<file path="config.mk">
export PLATFORM = sky130hd
export DESIGN_NAME = mul_div_unit
export DESIGN_NICKNAME = d
export VERILOG_FILES = /design/src/rtl/mips_pkg.sv /design/src/rtl/mul_div_unit.sv
export SDC_FILE = /design/constraint.sdc
export NUM_CORES = 1
export LEC_CHECK = 0
export ABC_CLOCK_PERIOD_IN_PS = 12500
export CELL_PAD_IN_SITES_DETAIL_PLACEMENT = 1
export CELL_PAD_IN_SITES_GLOBAL_PLACEMENT = 2
export CORE_MARGIN = 1.5
export CORE_UTILIZATION = 39
export CTS_BUF_LIST = sky130_fd_sc_hd__clkbuf_4 sky130_fd_sc_hd__clkbuf_8 sky130_fd_sc_hd__clkbuf_16
export DETAILED_ROUTE_END_ITERATION = 7
export PLACE_DENSITY = 0.95
export SLEW_MARGIN = 25
export SYNTH_ARGS = -nofsm -noshare
export SYNTH_HDL_FRONTEND = slang
export SYNTH_SLANG_ARGS = --single-unit
</file>
<file path="constraint.sdc">
create_clock -name clk -period 12.5 [get_ports clk]
set_input_delay 1.25 -clock clk [delete_from_list [all_inputs] [get_ports clk]]
set_output_delay 1.25 -clock clk [all_outputs]
set_load 0.05 [all_outputs]
</file>
<file path="src/rtl/mips_pkg.sv">
// mips_pkg: shared MIPS funct codes and the mul/div unit state encoding
package mips_pkg;

    localparam logic [5:0] FUNCT_SLL   = 6'b000000;
    localparam logic [5:0] FUNCT_SRL   = 6'b000010;
    localparam logic [5:0] FUNCT_SRA   = 6'b000011;
    localparam logic [5:0] FUNCT_ADD   = 6'b100000;
    localparam logic [5:0] FUNCT_ADDU  = 6'b100001;
    localparam logic [5:0] FUNCT_SUB   = 6'b100010;
    localparam logic [5:0] FUNCT_SUBU  = 6'b100011;
    localparam logic [5:0] FUNCT_AND   = 6'b100100;
    localparam logic [5:0] FUNCT_OR    = 6'b100101;
    localparam logic [5:0] FUNCT_XOR   = 6'b100110;
    localparam logic [5:0] FUNCT_NOR   = 6'b100111;
    localparam logic [5:0] FUNCT_SLT   = 6'b101010;
    localparam logic [5:0] FUNCT_SLTU  = 6'b101011;

    localparam logic [5:0] FUNCT_MFHI  = 6'b010000;
    localparam logic [5:0] FUNCT_MTHI  = 6'b010001;
    localparam logic [5:0] FUNCT_MFLO  = 6'b010010;
    localparam logic [5:0] FUNCT_MTLO  = 6'b010011;
    localparam logic [5:0] FUNCT_MULT  = 6'b011000;
    localparam logic [5:0] FUNCT_MULTU = 6'b011001;
    localparam logic [5:0] FUNCT_DIV   = 6'b011010;
    localparam logic [5:0] FUNCT_DIVU  = 6'b011011;

    typedef enum logic [1:0] {IDLE, MUL, DIV, FIXUP} muldiv_state_t;

endpackage

</file>
<file path="src/rtl/mul_div_unit.sv">
// mul_div_unit: iterative mult/div with HI/LO; define MULDIV_SIGNED_EN for signed mult/div
module mul_div_unit
    import mips_pkg::*;
#(
    parameter int WIDTH = 32
) (
    input  logic             clk,
    input  logic             reset,
    input  logic             start,
    input  logic [5:0]       funct,
    input  logic [WIDTH-1:0] srca,
    input  logic [WIDTH-1:0] srcb,
    output logic             busy,
    output logic             done,
    output logic [WIDTH-1:0] result,
    output logic             divzero
);
    localparam int CW = $clog2(WIDTH + 1);

    muldiv_state_t      state;
    logic [WIDTH-1:0]   hi, lo, opb;
    logic [2*WIDTH-1:0] acc;
    logic [CW-1:0]      cnt;
    logic               is_div, neg_lo, neg_hi;
    logic               sa, sb, dz;
    logic [WIDTH-1:0]   mag_a, mag_b, rsub, quo, rem;
    logic [WIDTH:0]     madd, rsh;
    logic               ge;
    logic [2*WIDTH-1:0] mul_next, div_next, prod;

    assign result = funct == FUNCT_MFHI ? hi : lo;

    // sign flags and magnitudes of an incoming operand pair
    always_comb begin
`ifdef MULDIV_SIGNED_EN
        sa = (funct == FUNCT_MULT || funct == FUNCT_DIV) && srca[WIDTH-1];
        sb = (funct == FUNCT_MULT || funct == FUNCT_DIV) && srcb[WIDTH-1];
`else
        sa = 1'b0;
        sb = 1'b0;
`endif
        mag_a = sa ? -srca : srca;
        mag_b = sb ? -srcb : srcb;
        dz = srcb == '0;
    end

    // one shift-add / restoring-divide step and the final sign fixup
    always_comb begin
        madd = {1'b0, acc[2*WIDTH-1:WIDTH]} + {1'b0, (acc[0] ? opb : {WIDTH{1'b0}})};
        mul_next = {madd, acc[WIDTH-1:1]};
        rsh = {acc[2*WIDTH-1:WIDTH], acc[WIDTH-1]};
        ge = rsh >= {1'b0, opb};
        rsub = rsh[WIDTH-1:0] - opb;
        div_next = ge ? {rsub, acc[WIDTH-2:0], 1'b1} : {acc[2*WIDTH-2:0], 1'b0};
        prod = neg_lo ? -acc : acc;
        quo = neg_lo ? -acc[WIDTH-1:0] : acc[WIDTH-1:0];
        rem = neg_hi ? -acc[2*WIDTH-1:WIDTH] : acc[2*WIDTH-1:WIDTH];
    end

    // control FSM, shared accumulator/counter and architectural HI/LO
    always_ff @(posedge clk or posedge reset) begin
        if (reset) begin
            state   <= IDLE;
            hi      <= '0;
            lo      <= '0;
            opb     <= '0;
            acc     <= '0;
            cnt     <= '0;
            is_div  <= 1'b0;
            neg_lo  <= 1'b0;
            neg_hi  <= 1'b0;
            busy    <= 1'b0;
            done    <= 1'b0;
            divzero <= 1'b0;
        end else begin
            done <= 1'b0;
            case (state)
                IDLE: if (start) begin
                    case (funct)
                        FUNCT_MULT, FUNCT_MULTU, FUNCT_DIV, FUNCT_DIVU: begin
                            // a zero divisor keeps the raw dividend so it falls out as HI
                            is_div <= funct[1];
                            state  <= funct[1] ? DIV : MUL;
                            acc    <= {{WIDTH{1'b0}}, funct[1] ? (dz ? srca : mag_a) : mag_b};
                            opb    <= funct[1] ? mag_b : mag_a;
                            neg_lo <= (sa ^ sb) && !(funct[1] && dz);
                            neg_hi <= funct[1] && sa && !dz;
                            cnt    <= CW'(WIDTH);
                            busy   <= 1'b1;
                            if (funct[1]) divzero <= 1'b0;
                        end
                        FUNCT_MTHI: begin
                            hi   <= srca;
                            done <= 1'b1;
                        end
                        FUNCT_MTLO: begin
                            lo   <= srca;
                            done <= 1'b1;
                        end
                        FUNCT_MFHI, FUNCT_MFLO: done <= 1'b1;
                        default: ;
                    endcase
                end
                MUL, DIV: begin
                    acc <= state == MUL ? mul_next : div_next;
                    cnt <= cnt - CW'(1);
                    if (cnt == CW'(1)) state <= FIXUP;
                end
                FIXUP: begin
                    {hi, lo} <= is_div ? {rem, quo} : prod;
                    if (is_div) divzero <= opb == '0;
                    done  <= 1'b1;
                    busy  <= 1'b0;
                    state <= IDLE;
                end
                default: state <= IDLE;
            endcase
        end
    end

endmodule

</file>
Yosys cells after proc, flatten, opt, wreduce, memory -nomap -nowiden. Index checks and enable logic that the tools add are counted.

Register bits: 172. Word-level logic and storage cells: 81. Bits of input ports: 73.

Order comparisons: 1. Add/sub/neg operators: 3. Mux-type cells: 34. Eq/ne operators: 19. Reductions and logical operators: 14.

Operators by type and width (count): 32-bit two-way mux (8); 64-bit two-way mux (4); 32-bit case mux with 2 select lines (2); 64-bit case mux with 2 select lines (1); 6-bit by 5-bit == test with 1-bit output (second input constant) (8); 32-bit by 32-bit adder with 33-bit output (1); 33-bit by 32-bit greater-or-equal comparator with 1-bit output (1); 32-bit zero test (1); 32-bit subtractor (1); 3-bit AND reduction (6); 6-bit two-way mux (2); 6-bit case mux with 2 select lines (1); 1-bit two-way mux (8); 2-bit two-way mux (4); 2-bit inequality test (second input constant) (4); 4-bit OR reduction (2); 6-bit by 1-bit == test with 1-bit output (second input constant) (1); 2-bit by 1-bit inequality test with 1-bit output (second input constant) (3); 1-bit case mux with 2 select lines (3); 2-bit case mux with 3 select lines (1); 6-bit by 1-bit subtractor with 6-bit output (second input constant) (1); 5-bit AND reduction (1); 2-bit == test (second input constant) (2); 2-bit nonzero test (2); other kinds (3) (3).

Longest topological paths before layout. Gate-level depths: netlist (run 1).

Depth after elaboration: 5. Gate-level depth with buffers: 14. Mapped depth without buffers: 13.

Least setup slack after synthesis (run 1). OpenSTA, ideal clock, no wires.

Path kind: input to output. From: in funct[1]. To: out result[10]. Buffers on the path: 2. Stages on the path: 5. Arrival time: 2572 ps. Setup slack: 8678 ps. Path through: clkbuf_1 -> nor3_1 -> nand2_1 -> buf_1 -> mux2_2.

Word-level cells in the longest chain between the ends: 2.

Ends and longest elaborated chain: start: declaration (RTL line mul_div_unit.sv:10) `input logic [5:0] funct,`; 6-bit by 5-bit == test with 1-bit output (RTL line mul_div_unit.sv:31) `assign result = funct == FUNCT_MFHI ? hi : lo;`; 32-bit two-way mux (RTL line mul_div_unit.sv:31); end: declaration (RTL line mul_div_unit.sv:15) `output logic [WIDTH-1:0] result,`.

No other way between the ends.

Worst setup path after layout (run 1).
From: in funct[3]. To: out result[23].

The elaborated chain is that of the path after synthesis.

==> impl_metrics.tcl, run 1 <==
set metrics [dict create \
    drive_gt1_share_pct 7.95 \
    cts_made_buffers 17 \
    io_pins 108 \
    port_buffers 107 \
    syn_inst 1560 \
    yosys_warnings 0 \
    cts_tree "built" \
    ys_seq_area_share_pct 33.1 \
    drc 0 \
    status "complete, no violations" \
    period_minus_slack_ns 4.74 \
    multiInputGateArea_mm2 0.00820 \
    grt_first_pass_wirelength_um 68800 \
    worst_pin_slew_ns 0.937 \
    insertion_delay_ns 0.45 \
    gr-total-overflow 0 \
    syn_to_final_growth_pct 15.6 \
    drt-total-wl_um 44000 \
    synthArstFlopShare_pct 100 \
    synth_area_leader_cell "dfrtp_1" \
    n_fill_cell 3897 \
    pre_cts_ws_ns 7.75 \
    ir_drop_v 0.000152 \
    final_util_pct 46.0 \
    hold_class "reg2reg" \
    clk_path_buf_depth 2 \
    drv_cap 0 \
    fin_setup_tns_ns 0 \
    syn_area_per_cell_um2 8.34 \
    slew_headroom_pct 37.5 \
    synth_edf_count 0 \
    start_util_pct 39.8 \
    fin_skew_ns 0.0145 \
    fmax_ghz 0.211 \
    syn_nets 1705 \
    core_region_area_mm2 0.0327 \
    grt_max_degree 101 \
    nNetsFinal 1755 \
    cts_hold_buf 0 \
    cts_resized 0 \
    cp-end-kind "output pin" \
    drt_iter0_drc 671 \
    cts.sink_count 172 \
    vias 12100 \
    grt_pass1_vias 12500 \
    synth_top_area_share_pct 33.1 \
    hold_violations 0 \
    r2r_slack_ns 8.49 \
    p_leak_nw 6.61 \
    die_h_um 186 \
    seqCellArea_mm2 0.00431 \
    rsz0062_at_grt "no" \
    post_cts_buffers 0 \
    ys_seq_elements 172 \
    ys.flop_type "dfrtp_1" \
    start_kind "input port" \
    gp_congestion 0.925 \
    finalCritPeriodShare_pct 37.9 \
    power.total_w 0.00459 \
    worst-setup-path-type "in2out" \
    die_area_mm2 0.0345 \
    final_antenna_net_count 0 \
    yosys-top-cells-area "dfrtp_1 (33%), a21oi_1 (7.2%), ha_1 (6.7%)" \
    crit_required_ns 11.25 \
    setup_ws_ns 7.76 \
    rows 66 \
    slew_violations 0 \
    setup_viol 0 \
    cts-root-buf "clkbuf_16" \
    cts-htree-levels 4 \
    synth_area_mm2 0.0130 \
    path_max_fanout 32 \
    viasPerCell 5.84 \
    arrival_ns 3.49 \
    ys_types 64 \
    grt_antenna_before_repair 1 \
    grt_use_total_pct 25.8 \
    wl_per_cell_um 21.3 \
    p_per_area_mw_per_mm2 305 \
    fp.dieW_um 186 \
    dp_hpwl_um 32600 \
    dr.pass1.iters 5 \
    clk_pin_slew_ns 0.07 \
]
-- kinds of logic after synthesis --
family          Yosys count  share of synthesized area [%]
xor+xnor                 60                           4.04
flops                   172                           33.1
compound gates          502                           22.6
mux                     146                           11.8
buf+inv                 146                           4.41
simple gates            462                           17.0
fa+ha+maj                72                           7.04
-- registers in the layout, summed over array words and instances (netlist names) --
name	count
acc	64
busy	1
cnt	6
divzero	1
done	1
hi	32
is_div	1
lo	32
opb	32
state	2
-- cell usage in the layout, fill, tap and decap left out, types with 16 or more instances in the layout --
master             n
a211oi_1          16
a21o_1            24
a21oi_1          188
a22oi_1           16
and2_1            36
clkbuf_16         17
clkdlybuf4s50_1  106
dfrtp_1          171
ha_1              67
inv_1             55
mux2_2            64
mux2i_1           82
nand2_1          163
nand3_1           16
nor2_1           108
nor2b_1           45
nor3_1            23
o21ai_0          165
xnor2_1           35
xor2_1            25
-- Yosys cell counts, types with 16 or more instances --
library cell  instances
nand2_1             163
o21ai_0             165
mux2_2               64
a21oi_1             188
nor2b_1              45
nor3_1               23
a21o_1               24
and2_1               36
buf_1                19
ha_1                 70
nor2_1              109
nand3_1              17
xnor2_1              35
clkbuf_1             65
dfrtp_1             172
a22oi_1              16
mux2i_1              82
xor2_1               25
inv_1                56
a211oi_1             16
-- path summary, 6_finish.rpt --
check | startpoint | endpoint | cells past startpoint
worst max-delay path | funct[3] | result[23] | 6
worst min-delay path | lo[25] | lo[25] | 2
worst max register to register | opb[3] | acc[59] | 11
worst min register to register | lo[25] | lo[25] | 2
max in group asynchronous | reset | opb[29] | 4
min in group asynchronous | reset | hi[6] | 2
-- critical path, stage by stage --
cell	delay, ns
clkdlybuf4s50_1	0.56
nor3_1	0.07
nand2_1	0.09
buf_4	0.40
mux2_2	0.40
clkdlybuf4s50_1	0.70
-- cell type report --
cell class,instances,share of cell area [%]
tap,442,3.68
sequential,172,28.6
timing repair buffer,121,8.20
inverter,56,1.45
multi-input combinational,1242,54.5
clock buffer,18,2.88
clock inverter,13,0.632
antenna,3,0.0499
-- through the flow --
stage	hold WS (ns)	area (um^2)	cells
global placement	0.462	14400	2030
detailed placement	0.468	14400	2030
finish	0.481	15000	2067
CTS	0.485	15000	2061
global route	0.504	15000	2065
floorplan	0.444	13000	1560
-- report_power, final --
| part | total, W | internal [W] | leakage [nW] | switching, W |
|---|---|---|---|---|
| Sequential | 0.00115 | 0.000822 | 2.15 | 0.000330 |
| Clock | 0.000507 | 0.000256 | 0.244 | 0.000251 |
| Combinational | 0.00294 | 0.00113 | 4.22 | 0.00180 |
-- metal layers --
layer,track usage (%),part of all wire [%]
met5,0,0
met4,9.13,2.7
met3,3.82,3.6
met2,45.4,50
met1,32.1,43
No activity file was read; power rests on OpenSTA's default activity.
==> run 2: changes to the inputs <==
--- a/config.mk
+++ b/config.mk
@@ -5,14 +5,14 @@
 export SDC_FILE = /design/constraint.sdc
 export NUM_CORES = 1
 export LEC_CHECK = 0
-export ABC_CLOCK_PERIOD_IN_PS = 12500
+export ABC_CLOCK_PERIOD_IN_PS = 4500
 export CELL_PAD_IN_SITES_DETAIL_PLACEMENT = 1
 export CELL_PAD_IN_SITES_GLOBAL_PLACEMENT = 2
 export CORE_MARGIN = 1.5
-export CORE_UTILIZATION = 39
+export CORE_UTILIZATION = 36
 export CTS_BUF_LIST = sky130_fd_sc_hd__clkbuf_4 sky130_fd_sc_hd__clkbuf_8 sky130_fd_sc_hd__clkbuf_16
 export DETAILED_ROUTE_END_ITERATION = 7
-export PLACE_DENSITY = 0.95
+export PLACE_DENSITY = 0.89
 export SLEW_MARGIN = 25
 export SYNTH_ARGS = -nofsm -noshare
 export SYNTH_HDL_FRONTEND = slang
==> constraint.sdc (replaced) <==
create_clock -name clk -period 4.5 [get_ports clk]
set_input_delay 0.45 -clock clk [delete_from_list [all_inputs] [get_ports clk]]
set_output_delay 0.45 -clock clk [all_outputs]
set_load 0.05 [all_outputs]
==> impl_metrics.tcl, run 2 (synthesis gave the netlist of run 1 again) <==
set metrics [dict create \
    slew_headroom_pct 28.9 \
    n_fill_cell 4234 \
    grt_antenna_before_repair 0 \
    worst-setup-path-type "reg2reg" \
    dp_hpwl_um 33300 \
    ir_drop_v 0.000402 \
    slew_violations 0 \
    drt-total-wl_um 44800 \
    arrival_ns 4.10 \
    wl_per_cell_um 21.4 \
    rows 69 \
    drv_cap 0 \
    clk_pin_slew_ns 0.07 \
    viasPerCell 5.73 \
    status "complete, no violations" \
    ff2ff_path_depth 12 \
    crit_path_max_incr_delay_ns 0.65 \
    path_common_cell "and3_1" \
    p_leak_nw 6.68 \
    fin_setup_tns_ns 0 \
    die_h_um 193 \
    p_per_area_mw_per_mm2 850 \
    dr.pass1.iters 4 \
    hold_class "in2async" \
    final_antenna_net_count 0 \
    fmax_ghz 0.264 \
    cts_hold_buf 0 \
    hold_violations 0 \
    insertion_delay_ns 0.44 \
    slowest_stage "o31ai_1" \
    cp-end-kind "flip-flop" \
    cts_made_buffers 17 \
    core_region_area_mm2 0.0356 \
    critical_path.startpoint "acc[0]" \
    gp_congestion 0.897 \
    grt_use_total_pct 24.1 \
    clk_path_buf_depth 2 \
    drive_gt1_share_pct 8.40 \
    grt_first_pass_wirelength_um 69600 \
    antennaDiodeCount 0 \
    top_register "acc" \
    worst_pin_slew_ns 1.07 \
    cts-root-buf "clkbuf_16" \
    grt_pass1_vias 12400 \
    final_util_pct 42.6 \
    post_cts_buffers 0 \
    path_cells "and2_1 -> ha_1 -> and3_1 -> and3_1 -> o2111ai_1 -> a21oi_1 -> o21ai_0 -> buf_4 -> o31ai_1 -> nor3_1 -> a2111oi_0 -> o221ai_1" \
    start_util_pct 36.6 \
    path_max_fanout 35 \
    post-place-cells 2058 \
    whs_ns 0.421 \
    setup_viol 0 \
    drt_iter0_drc 557 \
    cts_resized 0 \
    die_area_mm2 0.0373 \
    largest_reg_flops 64 \
    cts-htree-levels 4 \
    start_kind "flip-flop" \
    vias 12000 \
    syn_to_final_growth_pct 16.6 \
    power.total_w 0.0129 \
    rsz0062_at_grt "no" \
    nNetsFinal 1762 \
    r2r_slack_ns 0.71 \
    reg2reg_to "acc[62]" \
    fin_cells 2091 \
    cts.sink_count 172 \
    layout_common_cells "a21oi_1 (188), dfrtp_1 (171), o21ai_0 (165)" \
    cts_tree "built" \
    crit_required_ns 4.81 \
    finalCritPeriodShare_pct 84.1 \
    fp.dieW_um 193 \
    period_minus_slack_ns 3.79 \
    io_pins 108 \
    grt_max_degree 173 \
    port_buffers 107 \
    fin_skew_ns 0.00888 \
    final_common_cell "a21oi_1" \
    gr-total-overflow 0 \
    r2r_start "acc[0]" \
    drc 0 \
]
[run 2: worst max-delay path: cells and delay by family (launching register included)]
| family | cells | cell delay [ns] |
|---|---|---|
| AO/OA/AOI/OAI | 6 | 1.71 |
| AND/OR/NAND/NOR | 4 | 0.79 |
| flip-flops | 1 | 0.63 |
| buffers and inverters | 1 | 0.17 |
| adder cells (fa/ha/maj) | 1 | 0.36 |
[run 2: final cells by class]
class                           count  area [um^2]  share of cell area [%]
Clock buffer                       19          453                    2.99
Inverter                           56          214                    1.41
Timing Repair Buffer              128         1270                    8.41
Tap cell                          461          577                    3.80
Multi-Input combinational cell   1242         8200                    54.1
Sequential cell                   172         4310                    28.4
Clock inverter                     13          140                   0.924
[run 2: how the worst max path moves through the flow]
stage               endpoint  slack, ns  cells past startpoint
finish               acc[62]       0.71                     12
global route         acc[62]       0.42                     12
CTS                  acc[62]       0.52                     12
detailed placement   acc[62]       0.56                     12
global placement     acc[62]       0.71                     12
floorplan            acc[62]       1.60                     11
[run 2: per-stage QoR]
stage | worst slack, ns | cell area (um^2)
5_1_grt | 0.425 | 15200
4_1_cts | 0.517 | 15100
6_report | 0.715 | 15200
2_1_floorplan | 1.60 | 13000
3_3_place_gp | 0.705 | 14500
3_5_place_dp | 0.557 | 14500
[run 2: where the power goes]
part	internal [W]	switching, W
sequential	0.00228	0.000909
combinational	0.00314	0.00502
clock	0.000851	0.000690
[run 2: metal layers]
| metal | GRT usage, % | share of wire (%) |
|---|---|---|
| met3 | 2.70 | 2.3 |
| met5 | 0 | 0 |
| met1 | 30.2 | 44 |
| met4 | 6.89 | 2.4 |
| met2 | 43.4 | 51 |
==> run 3: changes to the inputs <==
--- a/config.mk
+++ b/config.mk
@@ -5,7 +5,7 @@
 export SDC_FILE = /design/constraint.sdc
 export NUM_CORES = 1
 export LEC_CHECK = 0
-export ABC_CLOCK_PERIOD_IN_PS = 4500
+export ABC_CLOCK_PERIOD_IN_PS = 3900
 export CELL_PAD_IN_SITES_DETAIL_PLACEMENT = 1
 export CELL_PAD_IN_SITES_GLOBAL_PLACEMENT = 2
 export CORE_MARGIN = 1.5
==> constraint.sdc (replaced) <==
create_clock -name clk -period 3.9 [get_ports clk]
set_input_delay 0.39 -clock clk [delete_from_list [all_inputs] [get_ports clk]]
set_output_delay 0.39 -clock clk [all_outputs]
set_load 0.05 [all_outputs]
==> impl_metrics.tcl, run 3 (synthesis gave the netlist of run 1 again) <==
set metrics [dict create \
    crit_path_max_incr_delay_ns 0.69 \
    ff2ff_path_depth 13 \
    clk_pin_slew_ns 0.08 \
    die_h_um 193 \
    rows 69 \
    slowest_stage "dfrtp_1" \
    n_fill_cell 4259 \
    cts_hold_buf 0 \
    whs_ns 0.411 \
    slew_headroom_pct 29.5 \
    crit_required_ns 4.24 \
    grt_pass1_vias 12800 \
    hold_class "in2async" \
    drt_iter0_drc 614 \
    slew_violations 0 \
    syn_to_final_growth_pct 17.2 \
    path_cells "and2_1 -> ha_1 -> inv_1 -> fa_1 -> nor2b_1 -> o2111ai_1 -> nand4_1 -> nand2_1 -> a21oi_1 -> a31oi_1 -> xnor2_1 -> o221a_1 -> a22o_1" \
    r2r_slack_ns 0.17 \
    r2r_start "acc[0]" \
    cts.sink_count 172 \
    fmax_ghz 0.268 \
    final_common_cell "a21oi_1" \
    ir_drop_v 0.000565 \
    nNetsFinal 1777 \
    reg2reg_to "acc[59]" \
    rsz0062_at_grt "no" \
    start_kind "flip-flop" \
    core_region_area_mm2 0.0356 \
    wl_per_cell_um 21.5 \
    status "complete, no violations" \
    drive_gt1_share_pct 11.2 \
    setup_viol 0 \
    drv_cap 0 \
    largest_reg_flops 64 \
    gp_congestion 0.941 \
    die_area_mm2 0.0373 \
    clk_path_buf_depth 2 \
    layout_common_cells "a21oi_1 (188), dfrtp_1 (172), o21ai_0 (165)" \
    grt_first_pass_wirelength_um 70800 \
    top_register "acc" \
    cts_made_buffers 17 \
    fin_setup_tns_ns 0 \
    path_max_fanout 17 \
    worst-setup-path-type "reg2reg" \
    grt_max_degree 75 \
    cts_tree "built" \
    cp.depth 13 \
    drc 0 \
    gr-total-overflow 0 \
    p_leak_nw 6.82 \
    dp_hpwl_um 34000 \
    grt_use_total_pct 24.6 \
    hold_violations 0 \
    finalCritPeriodShare_pct 95.7 \
    insertion_delay_ns 0.46 \
    port_buffers 107 \
    io_pins 108 \
    antennaDiodeCount 0 \
    vias 12200 \
    fin_cells 2106 \
    post-place-cells 2073 \
    viasPerCell 5.80 \
    critPathBufInv 1 \
    cp-end-kind "flip-flop" \
    start_util_pct 36.6 \
    final_antenna_net_count 0 \
    grt_antenna_before_repair 1 \
    cpLargestDelayFamily "compound AO/OA/AOI/OAI gates" \
    p_per_area_mw_per_mm2 993 \
    dr.pass1.iters 5 \
    fp.dieW_um 193 \
    drt-total-wl_um 45300 \
    cts-htree-levels 4 \
    period_minus_slack_ns 3.73 \
    arrival_ns 4.07 \
    cts-root-buf "clkbuf_16" \
    fin_skew_ns 0.0192 \
    worst_pin_slew_ns 1.06 \
]
[run 3: changes by cell type in the layout (fill, tap and decap cells not counted), sizes merged]
cell	change
buf	+47
clkdlybuf4s50	-32
inv	+7
clkinv	-5
clkbuf	-2
bufinv	-1
clkinvlp	+1
[run 3: cell type report]
type                            count  area (um^2)  share of cell area (%)
Clock inverter                     15          173                    1.13
Timing Repair Buffer              143         1350                    8.88
Tap cell                          461          577                    3.78
Multi-Input combinational cell   1242         8200                    53.8
Sequential cell                   172         4300                    28.2
Clock buffer                       17          425                    2.79
Inverter                           56          214                    1.40
[run 3: worst max path at each step]
stage               startpoint       to  slack (ns)
detailed placement      acc[0]  acc[62]        0.29
CTS                     acc[0]  acc[62]        0.21
global placement        opb[1]  acc[39]        0.47
finish                  acc[0]  acc[59]        0.17
global route            acc[0]  acc[59]        0.02
floorplan               acc[0]  acc[62]         1.0
[run 3: through the flow]
stage          total power (W)  util [%]  cell area, um^2  worst slack, ns
2_1_floorplan           0.0102         -            13000            0.998
3_3_place_gp            0.0129      41.1            14600            0.470
3_5_place_dp            0.0133      41.1            14600            0.288
4_1_cts                 0.0151      42.8            15200            0.209
5_1_grt                 0.0163      42.9            15300           0.0177
6_report                0.0152      42.9            15300            0.166
[run 3: per-layer routing]
metal / part of all wire [%] / vias up / global-route usage [%]
met2: 50 / 235 / 43.0
met3: 3.3 / 96 / 4.14
met1: 43 / 6134 / 30.2
met4: 3.6 / 2 / 9.67
met5: 0.029 / - / 0
li1: - / 5739 / -
[run 3: repair_timing]
action                                  4_1_cts  5_1_grt
endpoints found under the setup margin        0        1
gates resized for setup                       0        1
setup buffers                                 0        0
[run 3: where the power goes]
group	internal, W	switching [W]	total, W
registers	0.00263	0.000937	0.00357
logic	0.00375	0.00604	0.00978
clock network	0.000917	0.000882	0.00180
total	0.00729	0.00786	0.0152
